File: src/rtl/full_subtract_pkg.sv
// full_subtract_pkg: shared constants for the registered full subtractor.
//   SUB_MAX_WIDTH       - widest supported operand
//   RST_DIFF            - reset value of the difference register (full width, sliced by users)
//   RST_BORROW_OUT      - reset value of the borrow-out register
//   RST_OUT_VALID       - reset value of the output-valid register
package full_subtract_pkg;

  localparam int unsigned SUB_MAX_WIDTH = 64;

  localparam logic [SUB_MAX_WIDTH-1:0] RST_DIFF       = '0;
  localparam logic                     RST_BORROW_OUT = 1'b0;
  localparam logic                     RST_OUT_VALID  = 1'b0;

endpackage : full_subtract_pkg

File: src/rtl/fs_cell.sv
// fs_cell: one-bit combinational full subtractor, d = a - b - bin.
//   d    - difference bit
//   bout - borrow to the next more-significant cell
//   a    - minuend bit
//   b    - subtrahend bit
//   bin  - borrow from the less-significant cell
module fs_cell
  import full_subtract_pkg::*;
(
  output logic d,
  output logic bout,
  input  logic a,
  input  logic b,
  input  logic bin
);

  assign d    = a ^ b ^ bin;
  // Borrow when b exceeds a outright, or when a==b and a borrow is already pending.
  assign bout = (~a & b) | (~(a ^ b) & bin);

endmodule : fs_cell

File: src/rtl/full_subtract.sv
// full_subtract: registered WIDTH-bit full subtractor, {borrowOut, diff} = a - b - borrowIn.
// Result appears one cycle after inValid; outputs hold between valid inputs.
//   clk       - rising-edge clock
//   rst       - synchronous active-high reset (wins over inValid)
//   inValid   - qualifies a, b, borrowIn this cycle
//   a, b      - unsigned minuend / subtrahend
//   borrowIn  - borrow from the less-significant stage
//   diff      - registered difference
//   borrowOut - registered borrow to the more-significant stage
//   outValid  - registered copy of inValid
module full_subtract
  import full_subtract_pkg::*;
#(
  parameter int unsigned WIDTH = 1
) (
  input  logic             clk,
  input  logic             rst,
  input  logic             inValid,
  input  logic [WIDTH-1:0] a,
  input  logic [WIDTH-1:0] b,
  input  logic             borrowIn,
  output logic [WIDTH-1:0] diff,
  output logic             borrowOut,
  output logic             outValid
);

  // Reject unsupported widths at elaboration.
  if (WIDTH == 0 || WIDTH > SUB_MAX_WIDTH) begin : g_width_check
    $error("full_subtract: WIDTH=%0d outside 1..%0d", WIDTH, SUB_MAX_WIDTH);
  end

  logic [WIDTH:0]   w_br;
  logic [WIDTH-1:0] w_diff;

  logic [WIDTH-1:0] r_diff;
  logic             r_borrow_out;
  logic             r_out_valid;

  assign w_br[0] = borrowIn;

  // Ripple borrow chain, LSB first.
  for (genvar gi = 0; gi < WIDTH; gi++) begin : g_cell
    fs_cell u_cell (
      .d    (w_diff[gi]),
      .bout (w_br[gi+1]),
      .a    (a[gi]),
      .b    (b[gi]),
      .bin  (w_br[gi])
    );
  end

  // Result registers load only on valid input; valid is a plain one-cycle delay.
  always_ff @(posedge clk) begin
    if (rst) begin
      r_diff       <= RST_DIFF[WIDTH-1:0];
      r_borrow_out <= RST_BORROW_OUT;
      r_out_valid  <= RST_OUT_VALID;
    end else begin
      r_out_valid <= inValid;
      if (inValid) begin
        r_diff       <= w_diff;
        r_borrow_out <= w_br[WIDTH];
      end
    end
  end

  assign diff      = r_diff;
  assign borrowOut = r_borrow_out;
  assign outValid  = r_out_valid;

endmodule : full_subtract

File: config.mk
export PLATFORM = sky130hd
export DESIGN_NAME = full_subtract
export DESIGN_NICKNAME = d
export VERILOG_FILES = /design/src/rtl/full_subtract_pkg.sv /design/src/rtl/fs_cell.sv /design/src/rtl/full_subtract.sv
export SDC_FILE = /design/constraint.sdc
export NUM_CORES = 1
export LEC_CHECK = 0
export ABC_AREA = 1
export CORE_AREA = 10 10 47 49
export CTS_CLUSTER_SIZE = 24
export DETAILED_ROUTE_END_ITERATION = 12
export DIE_AREA = 0 0 57 59
export GPL_ROUTABILITY_DRIVEN = 0
export HOLD_SLACK_MARGIN = 0.1
export SLEW_MARGIN = 20
export SYNTH_ARGS = -nofsm -noshare
export SYNTH_HDL_FRONTEND = slang
export SYNTH_HIERARCHICAL = 1
export SYNTH_SLANG_ARGS = --single-unit
File: constraint.sdc
create_clock -name clk -period 2.1 [get_ports clk]
set_input_delay 0.21 -clock clk [delete_from_list [all_inputs] [get_ports clk]]
set_output_delay 0.21 -clock clk [all_outputs]
set_load 0.02 [all_outputs]
==> metrics.md <==
| Metric | Value |
|---|---|
| Via count | `146` |
| Post-CTS resize count | `0` |
| Antenna diodes | `0` |
| Synth cell types | `5` |
| Worst reg-to-reg setup slack | `1550 ps` |
| Synth-to-layout area growth | `90.2%` |
| GR Overflow Total | `0` |
| Worst reg2reg path depth | `2` |
| Clock root buffer | `clkbuf_4` |
| Static leakage | `0.136 nW` |
| Starting Density | `10.0%` |
| Mapped cell area | `140 µm²` |
| Final ANT Viol Nets | `0` |
| Hold Path Depth | `2` |
| Largest area contributor in the netlist | `dfxtp_1` |
| Clk sinks | `3` |
| Async set or reset register ratio after synthesis | `0%` |
| Share of cells above drive strength 1 | `9.38%` |
| Initial antenna violation count | `0` |
| Post-synth top flop | `dfxtp_1` |
| Rows | `14` |
| Sum of negative setup slack | `0 ps` |
| H-tree levels | `1` |
| Num CTS Buffers | `3` |
| Worst setup SP type | `flop` |
| Worst VDD drop | `0.0917 mV` |
| Vias in the first global route | `162` |
| Share of the synthesized area in the top cell type | `42.9%` |
| Critical Path RT | `1890 ps` |
| Drt drc | `0` |
| WP data arrival | `1150 ps` |
| Core ar. | `1400 µm²` |
| Cell Chain, Critical Path | `clkdlybuf4s50_1` |
| Die Wd | `57 µm` |
| Syn Area/Cell | `7.01 µm²` |
| Synth Register Bits | `3` |
| Nets@finish | `40` |
| Post-synth EDFFs | `0` |
| Largest stage delay, worst path | `600 ps` |
| Cell depth of the worst setup path | `1` |
| Mux contribution to synthesized area | `0%` |
| Final Slew Violations | `0` |
| DP Worst Slack | `620 ps` |
| Post-Synth Adder-Cell Area | `14.3%` |
| Setup WS post-layout | `736 ps` |
| Tightest Pin Transition | `215 ps` |
| Synth Instances | `20` |
| Final hold slack | `467 ps` |
| Worst-case clock buffer depth | `2` |
| Fillcell total | `170` |
| Pwr dens | `756 nW/µm²` |
| CP Capture Point | `diff` |
| Port bufs | `8` |
| Drt via density | `3.04` |
| Top-count cell post-synth | `inv_1` |
| DRT iter0 DRCs | `0` |
| Sequential area share after synthesis | `42.9%` |
| Slew margin rel. | `85.7%` |
| RR Endpoint | `borrowOut$_SDFFE_PP0P_` |
| GRT Total Usage | `2.77%` |
| Drt pass-1 iters | `1` |
| Critical-path top delay cell | `clkdlybuf4s50_1` |
| Hpwl dp | `276 µm` |
| Clock-pin slew on the worst setup and hold paths | `40 ps` |
| Final period util | `64.9%` |
| Worst-skew pair later-pin latency | `230 ps` |
| Critical path capture point type | `primary output` |
| Routed len/inst | `7.25 µm` |
| Syn. warnings | `6` |
| Status | `complete, no violations` |
| CP max FO | `2` |
| Simple-gate portion of the synthesized area | `24.1%` |
| Post-Syn Nets | `27` |
| RSZ-0062 raised after global routing | `no` |
| Max-cap violations | `0` |
| Area contributors post-synth | `dfxtp_1 43%, inv_1 19%, fa_1 14%, nor2_1 13%, nand2_1 11%` |
| FF-to-FF Start | `borrowOut$_SDFFE_PP0P_` |
| Hold_buf cts | `0` |
| Final Setup Violations | `0` |
| Top post-synthesis cells by count | `7 x inv_1, 5 x nor2_1, 4 x nand2_1, 3 x dfxtp_1, 1 x fa_1` |
| IO Count | `9` |
| Hold crit path type | `reg -> reg` |
| First-pass GRT wire length | `586 µm` |
| Final clock skew | `0 ps` |
| Hold Fails Final Rpt | `0` |
| Final WL | `348 µm` |
| Max Freq | `733 MHz` |
| Largest net degree at the start of global routing | `6` |
| Post-Synth XOR/XNOR Area | `0%` |
| Critical path class | `reg -> out` |
| Worst path bufs/invs | `1` |
| Minimum clock period | `1360 ps` |
| Delay-heaviest family, CP | `buffers and inverters` |
| Complex-gate fraction of the synthesized area | `0%` |
| CTS tree | `built` |
| Post-CTS Setup Bufs | `0` |
| Die area | `3360 µm²` |
| Die H | `59 µm` |
| Largest family of logic cells by synthesized area | `simple AND/OR/NAND/NOR gates` |
| CP Launch Point | `diff$_SDFFE_PP0P_` |
==> kinds of logic after synthesis <==
| group | Yosys count |
|---|---|
| DFF | 3 |
| adders and majority gates | 1 |
| buffers and inverters | 7 |
| and+or+nand+nor | 9 |
==> stage by stage <==
step | instance area, µm² | util [%] | total power [mW] | std cells
floorplan | 140 | - | 0.0803 | 20
global placement | 240 | 17.1 | 0.101 | 44
detailed placement | 240 | 17.1 | 0.101 | 44
CTS | 267 | 19.0 | 0.208 | 48
global route | 267 | 19.0 | 0.216 | 48
finish | 267 | 19.0 | 0.201 | 48
==> sequential cells by signal, indices dropped and copies added, names as in the netlist <==
register	cells
outValid	1
diff	1
borrowOut	1
==> how the worst min path moves through the flow <==
stage | from | endpoint | slack [ps]
finish | diff$_SDFFE_PP0P_ | diff$_SDFFE_PP0P_ | 470
global route | diff$_SDFFE_PP0P_ | diff$_SDFFE_PP0P_ | 520
CTS | diff$_SDFFE_PP0P_ | diff$_SDFFE_PP0P_ | 470
detailed placement | diff$_SDFFE_PP0P_ | diff$_SDFFE_PP0P_ | 470
global placement | borrowOut$_SDFFE_PP0P_ | borrowOut$_SDFFE_PP0P_ | 460
floorplan | rst | outValid$_SDFF_PP0_ | 280
==> power by group <==
| part | switching [mW] | leakage (nW) | internal [mW] |
|---|---|---|---|
| clock network | 0.0305 | 0.0150 | 0.0713 |
| logic | 0.0163 | 0.0959 | 0.0203 |
| registers | 0.00157 | 0.0250 | 0.0615 |
| total | 0.0484 | 0.136 | 0.153 |
==> layout make-up <==
| type | instances | area (µm²) | share of cell area (%) |
|---|---|---|---|
| Timing Repair Buffer | 8 | 80.1 | 30.0 |
| Sequential cell | 3 | 60.1 | 22.5 |
| Multi-Input combinational cell | 10 | 53.8 | 20.2 |
| Clock buffer | 4 | 26.3 | 9.86 |
| Inverter | 7 | 26.3 | 9.86 |
| Tap cell | 16 | 20.0 | 7.51 |
==> per-layer routing <==
metal  vias to the layer above  global-route usage, %  part of all wire [%]
met4                         0                   7.05                   7.5
met1                        59                   1.78                    34
li1                         76                      -                     -
met2                         9                   2.48                    38
met3                         2                   2.58                    21
met5                         -                      0                     0
==> cells in the final DEF, fill, tap and decap left out <==
cell and count:
clkbuf_1 1, clkbuf_4 3, clkdlybuf4s50_1 8, dfxtp_1 3, fa_1 1, inv_1 7, nand2_1 4, nor2_1 5
Power figures use the tool's default switching activity.
